File: src/rtl/seven_seg_pkg.sv
// Shared types and constants for the seven-segment scan decoder and the segment decoder.
// Segment patterns are {a,b,c,d,e,f,g} active-low; anode index k corresponds to port an<k>.
package seven_seg_pkg;

    typedef enum logic [1:0] {
        ST_BLANK    = 2'd0,
        ST_SETTLING = 2'd1,
        ST_HELD     = 2'd2
    } scanState_t;

    localparam int NUM_DIGITS = 4;

    localparam logic [1:0] IDX_AN0 = 2'd0;
    localparam logic [1:0] IDX_AN1 = 2'd1;
    localparam logic [1:0] IDX_AN2 = 2'd2;
    localparam logic [1:0] IDX_AN3 = 2'd3;

    // Entry i is the active-low pattern that displays hex digit i (0-9, A, b, C, d, E, F).
    localparam logic [6:0] SEG_TABLE [16] = '{
        7'b0000001, 7'b1001111, 7'b0010010, 7'b0000110,
        7'b1001100, 7'b0100100, 7'b0100000, 7'b0001111,
        7'b0000000, 7'b0000100, 7'b0001000, 7'b1100000,
        7'b0110001, 7'b1000010, 7'b0110000, 7'b0111000
    };

endpackage

File: src/rtl/seg_pattern_decoder.sv
// Combinational lookup of an active-low 7-segment pattern into its hex value.
// Patterns outside the table report o_valid = 0 and value 0.
module seg_pattern_decoder
    import seven_seg_pkg::*;
(
    input  logic [6:0] i_pattern,
    output logic [3:0] o_value,
    output logic       o_valid
);

    always_comb begin
        o_value = 4'h0;
        o_valid = 1'b0;
        for (int i = 0; i < 16; i++) begin
            if (i_pattern == SEG_TABLE[i]) begin
                o_value = 4'(i);
                o_valid = 1'b1;
            end
        end
    end

endmodule

File: src/rtl/seven_seg_scan_decoder.sv
// Recovers four hex characters by observing a multiplexed 7-segment display scan.
// Define SEVEN_SEG_SCAN_TIMEOUT_EN to build the stale-frame watchdog; otherwise stale is tied low.
module seven_seg_scan_decoder
    import seven_seg_pkg::*;
#(
    parameter int SETTLE_CYCLES  = 4,
    parameter int TIMEOUT_CYCLES = 4096
) (
    input  logic       clk,
    input  logic       reset,
    input  logic       an3,
    input  logic       an2,
    input  logic       an1,
    input  logic       an0,
    input  logic       led_a,
    input  logic       led_b,
    input  logic       led_c,
    input  logic       led_d,
    input  logic       led_e,
    input  logic       led_f,
    input  logic       led_g,
    input  logic       dp,
    output logic [3:0] char1,
    output logic [3:0] char2,
    output logic [3:0] char3,
    output logic [3:0] char4,
    output logic       frame_valid,
    output logic       seg_err,
    output logic       anode_err,
    output logic       stale
);

    localparam logic [7:0] SETTLE_LAST = 8'(SETTLE_CYCLES - 1);

    scanState_t       r_state;
    scanState_t       w_stateNext;
    logic [7:0]       r_settleCnt;
    logic [7:0]       w_settleCntNext;
    logic [3:0]       r_an;
    logic [6:0]       r_seg;
    logic [10:0]      r_vecPrev;
    logic             r_multiPrev;
    logic [3:0]       r_seen;
    logic [3:0]       w_seenNext;
    logic [3:0][3:0]  r_shadow;
    logic [3:0][3:0]  r_char;
    logic             r_frameValid;
    logic             r_segErr;
    logic             r_anodeErr;
    logic             w_changed;
    logic             w_noneLow;
    logic             w_oneLow;
    logic             w_multiLow;
    logic [1:0]       w_digitIdx;
    logic             w_capture;
    logic             w_frameDone;
    logic [3:0]       w_segValue;
    logic             w_segValid;
    logic             w_unusedDp;

    assign w_unusedDp = dp;

    // Inputs are registered once; every decision below works on this copy.
    always_ff @(posedge clk) begin
        if (reset) begin
            r_an      <= 4'hF;
            r_seg     <= 7'h7F;
            r_vecPrev <= 11'h7FF;
        end else begin
            r_an      <= {an3, an2, an1, an0};
            r_seg     <= {led_a, led_b, led_c, led_d, led_e, led_f, led_g};
            r_vecPrev <= {r_an, r_seg};
        end
    end

    assign w_changed  = ({r_an, r_seg} != r_vecPrev);
    assign w_noneLow  = (r_an == 4'hF);
    assign w_oneLow   = ($countones(~r_an) == 1);
    assign w_multiLow = !w_noneLow && !w_oneLow;

    always_comb begin
        w_digitIdx = IDX_AN0;
        for (int k = 0; k < NUM_DIGITS; k++) begin
            if (!r_an[k]) w_digitIdx = 2'(k);
        end
    end

    seg_pattern_decoder u_segDecoder (
        .i_pattern (r_seg),
        .o_value   (w_segValue),
        .o_valid   (w_segValid)
    );

    // A digit is captured once its vector has repeated SETTLE_CYCLES times after the first sample.
    always_comb begin
        w_stateNext     = r_state;
        w_settleCntNext = r_settleCnt;
        w_capture       = 1'b0;
        unique case (r_state)
            ST_BLANK: begin
                if (w_oneLow) begin
                    w_stateNext     = ST_SETTLING;
                    w_settleCntNext = 8'd0;
                end
            end
            ST_SETTLING: begin
                if (w_changed) begin
                    w_stateNext     = w_oneLow ? ST_SETTLING : ST_BLANK;
                    w_settleCntNext = 8'd0;
                end else if (r_settleCnt == SETTLE_LAST) begin
                    w_stateNext = ST_HELD;
                    w_capture   = 1'b1;
                end else begin
                    w_settleCntNext = r_settleCnt + 8'd1;
                end
            end
            ST_HELD: begin
                if (w_changed) begin
                    w_stateNext     = w_oneLow ? ST_SETTLING : ST_BLANK;
                    w_settleCntNext = 8'd0;
                end
            end
            default: begin
                w_stateNext     = ST_BLANK;
                w_settleCntNext = 8'd0;
            end
        endcase
    end

    assign w_frameDone = &r_seen;
    assign w_seenNext  = (w_frameDone ? 4'h0 : r_seen) |
                         ((w_capture && w_segValid) ? (4'b0001 << w_digitIdx) : 4'h0);

    always_ff @(posedge clk) begin
        if (reset) begin
            r_state      <= ST_BLANK;
            r_settleCnt  <= 8'd0;
            r_multiPrev  <= 1'b0;
            r_seen       <= 4'h0;
            r_shadow     <= '0;
            r_char       <= '0;
            r_frameValid <= 1'b0;
            r_segErr     <= 1'b0;
            r_anodeErr   <= 1'b0;
        end else begin
            r_state      <= w_stateNext;
            r_settleCnt  <= w_settleCntNext;
            r_multiPrev  <= w_multiLow;
            r_anodeErr   <= w_multiLow && !r_multiPrev;
            r_segErr     <= w_capture && !w_segValid;
            r_frameValid <= w_frameDone;
            r_seen       <= w_seenNext;
            if (w_frameDone) r_char <= r_shadow;
            if (w_capture && w_segValid) r_shadow[w_digitIdx] <= w_segValue;
        end
    end

    assign char1       = r_char[IDX_AN3];
    assign char2       = r_char[IDX_AN2];
    assign char3       = r_char[IDX_AN1];
    assign char4       = r_char[IDX_AN0];
    assign frame_valid = r_frameValid;
    assign seg_err     = r_segErr;
    assign anode_err   = r_anodeErr;

`ifdef SEVEN_SEG_SCAN_TIMEOUT_EN
    localparam int              TO_W    = $clog2(TIMEOUT_CYCLES + 1);
    localparam logic [TO_W-1:0] TO_MAX  = TO_W'(TIMEOUT_CYCLES);
    localparam logic [TO_W-1:0] TO_LAST = TO_W'(TIMEOUT_CYCLES - 1);

    logic [TO_W-1:0] r_toCnt;
    logic            r_stale;

    // Saturating count of cycles since the last completed frame.
    always_ff @(posedge clk) begin
        if (reset || w_frameDone) begin
            r_toCnt <= '0;
            r_stale <= 1'b0;
        end else if (r_toCnt != TO_MAX) begin
            r_toCnt <= r_toCnt + 1'b1;
            r_stale <= (r_toCnt == TO_LAST);
        end
    end

    assign stale = r_stale;
`else
    localparam int unusedTimeoutCycles = TIMEOUT_CYCLES;
    assign stale = 1'b0;
`endif

endmodule

File: config.mk
export PLATFORM = sky130hd
export DESIGN_NAME = seven_seg_scan_decoder
export DESIGN_NICKNAME = d
export VERILOG_FILES = /design/src/rtl/seven_seg_pkg.sv /design/src/rtl/seg_pattern_decoder.sv /design/src/rtl/seven_seg_scan_decoder.sv
export SDC_FILE = /design/constraint.sdc
export NUM_CORES = 1
export LEC_CHECK = 0
export ABC_AREA = 1
export ABC_CLOCK_PERIOD_IN_PS = 7200
export CORE_MARGIN = 8
export CORE_UTILIZATION = 40
export DETAILED_ROUTE_END_ITERATION = 10
export SLEW_MARGIN = 10
export SYNTH_ARGS = -nofsm -noshare
export SYNTH_HDL_FRONTEND = slang
export SYNTH_HIERARCHICAL = 1
export SYNTH_SLANG_ARGS = --single-unit
File: constraint.sdc
create_clock -name clk -period 7.2 [get_ports clk]
set_clock_uncertainty 0.1 [all_clocks]
set_input_delay 1.44 -clock clk [delete_from_list [all_inputs] [get_ports clk]]
set_output_delay 1.44 -clock clk [all_outputs]
set_load 0.005 [all_outputs]
==> results of run 1 <==
cell usage after synthesis:
master    instances  area share (%)
o21ai_1           2            0.30
o21a_1            2            0.45
nand2_2           5            0.94
xnor2_1           3            0.79
buf_1             1            0.11
dfxtp_1          72              43
a21oi_1          10             1.5
nand4_1          22             4.1
o211ai_1          1            0.23
clkinv_1          1            0.11
buf_4             2            0.45
fa_1              1            0.60
a31oi_1           1            0.19
nor3b_1           1            0.23
clkbuf_1         10             1.1
o21ai_0          18             2.7
nand3_1          13             2.0
buf_2             1            0.15
nor2_1           98              11
ha_1              4             1.5
xor2_1            4             1.1
nor2_2            4            0.75
nor4_1            1            0.19
nand4_2           1            0.38
or2_1             2            0.38
nand2_4           1            0.34
nor3_1            3            0.45
nand3_2           1            0.30
a21o_1            1            0.23
conb_1            1            0.11
nand4_4           1            0.64
or2_2            17             3.2
nor2_4            7             2.4
inv_1            45             5.1
a21oi_2           4             1.1
nand2_1          99              11
inv_2             5            0.56
per-layer routing:
layer / share of wire (%) / track usage (%) / vias to the layer above / wire length, µm
li1: - / - / 1520 / -
met1: 50 / 15.05 / 1222 / 3283
met3: 4.2 / 3.054 / 4 / 276
met2: 44 / 21.18 / 42 / 2901
met5: 0 / 0 / - / 0
met4: 1.2 / 5.930 / 0 / 78
registers in the layout, summed over array words and instances (netlist names):
register / count
anode_err: 1
r_state: 2
r_vecPrev: 11
r_multiPrev: 1
char1: 4
r_settleCnt: 8
r_seg: 7
r_an: 4
char4: 4
seg_err: 1
r_seen: 4
char3: 4
char2: 4
r_shadow: 16
frame_valid: 1
worst max-delay path: cells and delay by family:
family / cells / cell delay [ns]
AO/OA/AOI/OAI: 1 / 0.36
AND/OR/NAND/NOR: 1 / 0.07
buffers and inverters: 3 / 1.71
stage by stage:
step	instance area (µm²)	setup WS [ns]	total power, mW
global placement	3726	3.295	0.5014
finish	3970	3.739	0.8756
detailed placement	3726	3.322	0.5030
floorplan	3331	4.722	0.4809
global route	3970	3.424	0.9179
CTS	3970	3.690	0.8891
worst max-delay path by stage:
stage,cells past startpoint,slack [ns],to
2_1_floorplan,10,4.72,r_settleCnt[6]
5_1_grt,5,3.42,r_settleCnt[0]
3_5_place_dp,5,3.32,char4[3]
4_1_cts,5,3.69,char4[3]
3_3_place_gp,5,3.29,char1[2]
6_report,5,3.74,r_settleCnt[6]
kinds of logic after synthesis:
family	Yosys count	share of synthesized area, %
AO/OA/AOI/OAI	39	6.649
AND/OR/NAND/NOR	276	38.43
adder cells (fa/ha/maj)	5	2.104
flip-flops	72	43.28
buffers and inverters	65	7.588
XOR/XNOR	7	1.841
other	1	0.1126
power by group through the flow:
stage          Sequential (mW)  Clock, mW  Combinational [mW]
4_1_cts                  0.416      0.395              0.0774
5_1_grt                  0.418      0.410              0.0895
3_3_place_gp             0.425          0              0.0760
3_5_place_dp             0.426          0              0.0771
6_report                 0.416      0.383              0.0763
2_1_floorplan            0.424          0              0.0571
final cells by class:
type / instances / share of cell area, %
tap: 105 / 3.309
inverter: 51 / 4.822
clock inverter: 7 / 3.026
multi-input combinational: 328 / 41.22
sequential: 72 / 36.31
timing repair buffer: 33 / 8.194
clock buffer: 9 / 3.120
==> results.toml, run 1 <==
[clocking]
cts_tree = "yes"
cts_resized = 0
root_buffer = "clkbuf_8"
cts_num_sinks = 72
numCtsBuffers = 9
cts_buffer_depth = 2
htree_levels = 3
ctsHoldBuffers = 0
cts_setup_buffers = 0
clk_latency_ns = 0.34
clkSlewWorstSetupHoldPaths_ns = 0.08

[worst_setup_path]
max_stage_delay_ns = 0.97
criticalPathCategory = "in2reg"
worst_ep_arrival_time_ns = 3.59
worst_r2r_endpoint = "r_settleCnt[6]"
cp.required_ns = 7.33
ff2ff_setup_slack_ns = 4.42
critical_path.cell_chain = "clkdlybuf4s50_1 > buf_4 > clkinv_1 > o21ai_0 > nor2_1"
crit_start = "reset"
r2r-start = "r_an[3]"
cpMaxStageDelayCell = "clkinv_1"
path_max_fanout = 44
reg2reg_depth = 10
endpoint_kind = "register"
startpoint_type = "input pin"

[detailed_routing]
wirelength_um = 6539
ant_nets = 0
drt-initial-drc-count = 112
firstDrtPassIters = 4
via_count = 2788
wl_per_cell_um = 10.81
drcViolationCount = 0
vias_per_cell = 4.608

[sta]
hold_viol_final = 0
setup-violations-final = 0
final_max_slew_viol_count = 0
slew-limit-headroom_pct = 22.82
rsz0062_at_grt = "no"
min_period_over_period_pct = 48.07
holdWs_ns = 0.3080
fin_crit_ns = 3.461
tns_ns = 0
tightest_slew_ns = 1.151
max_freq_mhz = 289.0

[pwr]
p_seq_share_pct = 47.6
internal_power_mw = 0.6658
switching_share_pct = 23.96
power_frac_clock_pct = 43.7
ir_drop_v = 0.0001018
p_comb_share_pct = 8.7
p_leak_nw = 1.714
power.switching_mw = 0.2098
powerDensity_mw_per_mm2 = 220.6

[die]
start_util_pct = 40.95
row_count = 33
die_w_um = 107.3
die_y_um = 107.3
fp.dieArea_mm2 = 0.01150
core_area_mm2 = 0.008134
io_pins = 34

[global_routing]
grt_max_degree = 45
grt_overflow = 0
grt_util_all_layers_pct = 12.71
grt_pass1_vias = 2766
grt_pass1_wl_um = 12030
grt_antenna_before_repair = 0

[yosys]
syn_nets = 484
synth_seq_cells = 72
synth_cells = 465
syn_area_per_cell_um2 = 7.163
netlist-cell-type-count = 37
syn_area_mm2 = 0.003331
yosysSeqAreaShare_pct = 43.28
yosysWarningCount = 6

[outcome]
status = "finished clean"

[final_layout]
mostFrequentLayoutCell = "nand2_1"
nets = 514
fin_util_pct = 48.81
syn2layout_area_growth_pct = 19.20
fillers = 823
drive_above_1_share_pct = 12.80
n_antenna_cell = 0
regArea_mm2 = 0.001441
final_cell_mix = "nand2_1, nor2_1, dfxtp_1, inv_1, clkdlybuf4s50_1"
multi_input_area_mm2 = 0.001637
final_cells = 605

[flow_run]
timing.max_cap.violations = 0

[worst_hold_path]
hold_class = "reg2reg"
hp-start = "r_multiPrev"
min_path_cells = 1
worstHoldEndpoint = "anode_err"

[placement]
gp_congestion = 0.8482
numPortBuffers = 31
dp.cells = 589
hpwl_um = 4768
(Power assumes the default switching activity.)
==> run 2: changes to the inputs <==
--- a/config.mk
+++ b/config.mk
@@ -6,7 +6,7 @@
 export NUM_CORES = 1
 export LEC_CHECK = 0
 export ABC_AREA = 1
-export ABC_CLOCK_PERIOD_IN_PS = 7200
+export ABC_CLOCK_PERIOD_IN_PS = 2900
 export CORE_MARGIN = 8
 export CORE_UTILIZATION = 40
 export DETAILED_ROUTE_END_ITERATION = 10
==> constraint.sdc (replaced) <==
create_clock -name clk -period 2.9 [get_ports clk]
set_clock_uncertainty 0.1 [all_clocks]
set_input_delay 0.58 -clock clk [delete_from_list [all_inputs] [get_ports clk]]
set_output_delay 0.58 -clock clk [all_outputs]
set_load 0.005 [all_outputs]
==> run 2 against run 1 <==
  * Total power increased by 140%
  * Worst hold slack got worse by 0.0082 ns
  * Clock power up 130%
  * Via count is essentially flat
  * Global-route usage shrank 0.29 points
  * Wire length is 2.2% lower
  * Setup slack got worse by 3.4 ns
  * Register-to-register slack lost 4.0 ns
  * Sequential cell count unchanged
  * Combinational power grew to 2.6 times the previous value
  * Sequential share of layout area increased by 0.080 points
  * Core utilization decreased by 0.11 points
  * Largest power group unchanged
==> results.toml, run 2 (synthesis results as in run 1) <==
[clocking]
cts_setup_buffers = 0
cts_num_sinks = 72
root_buffer = "clkbuf_8"
clk_latency_ns = 0.34
cts_resized = 0
ctsHoldBuffers = 0
clkSlewWorstSetupHoldPaths_ns = 0.08
htree_levels = 3
cts_tree = "yes"
numCtsBuffers = 9
cts_buffer_depth = 2

[global_routing]
grt_max_degree = 45
grt_pass1_wl_um = 11690
grt_antenna_before_repair = 0
grt_util_all_layers_pct = 12.42
grt_pass1_vias = 2715
grt_overflow = 0

[sta]
final_max_slew_viol_count = 0
setup-violations-final = 0
tightest_slew_ns = 0.5775
fin_crit_ns = 2.518
rsz0062_at_grt = "no"
max_freq_mhz = 397.1
hold_viol_final = 0
slew-limit-headroom_pct = 61.41
holdWs_ns = 0.2998
tns_ns = 0
min_period_over_period_pct = 86.83

[worst_setup_path]
ff2ff_setup_slack_ns = 0.38
cp.depth = 10
cp_top_family = "adder cells"
crit_top_cell = "ha_1"
critical_path.cell_chain = "fa_1 > inv_1 > ha_1 > ha_1 > nor3b_1 > a21oi_1 > nand2_1 > nand2_4 > o21ai_0 > nor2_1"
cpMaxStageDelayCell = "fa_1"
reg2reg_depth = 10
startpoint_type = "register"
max_stage_delay_ns = 0.52
critPathBufInv = 1
endpoint_kind = "register"
criticalPathCategory = "reg2reg"
path_max_fanout = 8
worst_ep_arrival_time_ns = 2.66
cp.required_ns = 3.04

[pwr]
switching_share_pct = 25.05
p_seq_share_pct = 49.4
power_frac_clock_pct = 41.3
internal_power_mw = 1.569
powerDensity_mw_per_mm2 = 528.5
ir_drop_v = 0.0002352
total_power_mw = 2.093
p_leak_nw = 1.718
p_comb_share_pct = 9.3
power.switching_mw = 0.5244

[placement]
hpwl_um = 4731
gp_congestion = 0.8999
numPortBuffers = 31

[final_layout]
reg_top3 = "r_shadow x16, r_vecPrev x11, r_settleCnt x8"
regArea_mm2 = 0.001441
n_antenna_cell = 0
largest-register = "r_shadow"
drive_above_1_share_pct = 13.15
multi_input_area_mm2 = 0.001637
syn2layout_area_growth_pct = 18.93
nets = 516
final_cell_mix = "nand2_1, nor2_1, dfxtp_1, inv_1, clkdlybuf4s50_1"
fillers = 835
largest_reg_flops = 16
mostFrequentLayoutCell = "nand2_1"

[outcome]
status = "finished clean"

[worst_hold_path]
min_path_cells = 1
hold_class = "reg2reg"

[die]
io_pins = 34
row_count = 33
core_area_mm2 = 0.008134
die_w_um = 107.3
die_y_um = 107.3
fp.dieArea_mm2 = 0.01150
start_util_pct = 40.95

[flow_run]
timing.max_cap.violations = 0

[detailed_routing]
vias_per_cell = 4.596
firstDrtPassIters = 4
via_count = 2790
wl_per_cell_um = 10.54
wirelength_um = 6398
drcViolationCount = 0
drt-initial-drc-count = 84
ant_nets = 0
==> run 2: cell types whose count changed in the layout (fill, tap and decap cells not counted) <==
| cell | before | now |
|---|---|---|
| clkinvlp_4 | 4 | 3 |
| buf_4 | 2 | 4 |
| clkinv_2 | 0 | 1 |
| bufinv_16 | 3 | 2 |
| clkinv_4 | 0 | 1 |
==> run 2: power by group through the flow <==
stage               clock network, mW  registers (mW)  logic, mW
global route                    0.926            1.04      0.226
global placement                    0            1.06      0.191
floorplan                           0            1.05      0.142
finish                          0.864            1.03      0.195
CTS                             0.886            1.03      0.197
detailed placement                  0            1.06      0.196
==> run 2: stage by stage <==
step                      std cells  utilization, %  setup slack (ns)  cell area [µm²]
after floorplan                 465               -            0.4217             3331
after global placement          591           45.99            0.4292             3741
after detailed placement        591           45.99            0.3559             3741
after CTS                       607           48.70            0.3596             3961
after global routing            607           48.70            0.1528             3961
final                           607           48.70            0.3819             3961
==> run 2: worst paths after layout <==
| path | to | startpoint |
|---|---|---|
| worst min register to register | anode_err | r_multiPrev |
| worst max register to register | r_settleCnt[6] | r_an[1] |
| worst min-delay path | anode_err | r_multiPrev |
| worst max-delay path | r_settleCnt[6] | r_an[1] |
==> run 2: cell type report <==
| type | instances | area share, % |
|---|---|---|
| multi-input combinational | 328 | 41.31 |
| sequential | 72 | 36.39 |
| timing repair buffer | 35 | 8.591 |
| inverter | 51 | 4.833 |
| tap | 105 | 3.316 |
| clock buffer | 9 | 3.127 |
| clock inverter | 7 | 2.432 |
==> run 2: metal layers <==
metal	share of wire [%]	GRT usage (%)	vias to the layer above
met5	0	0	-
met4	2.5	6.432	0
met1	49	14.74	1198
met3	4.9	3.473	13
li1	-	-	1520
met2	44	20.04	59
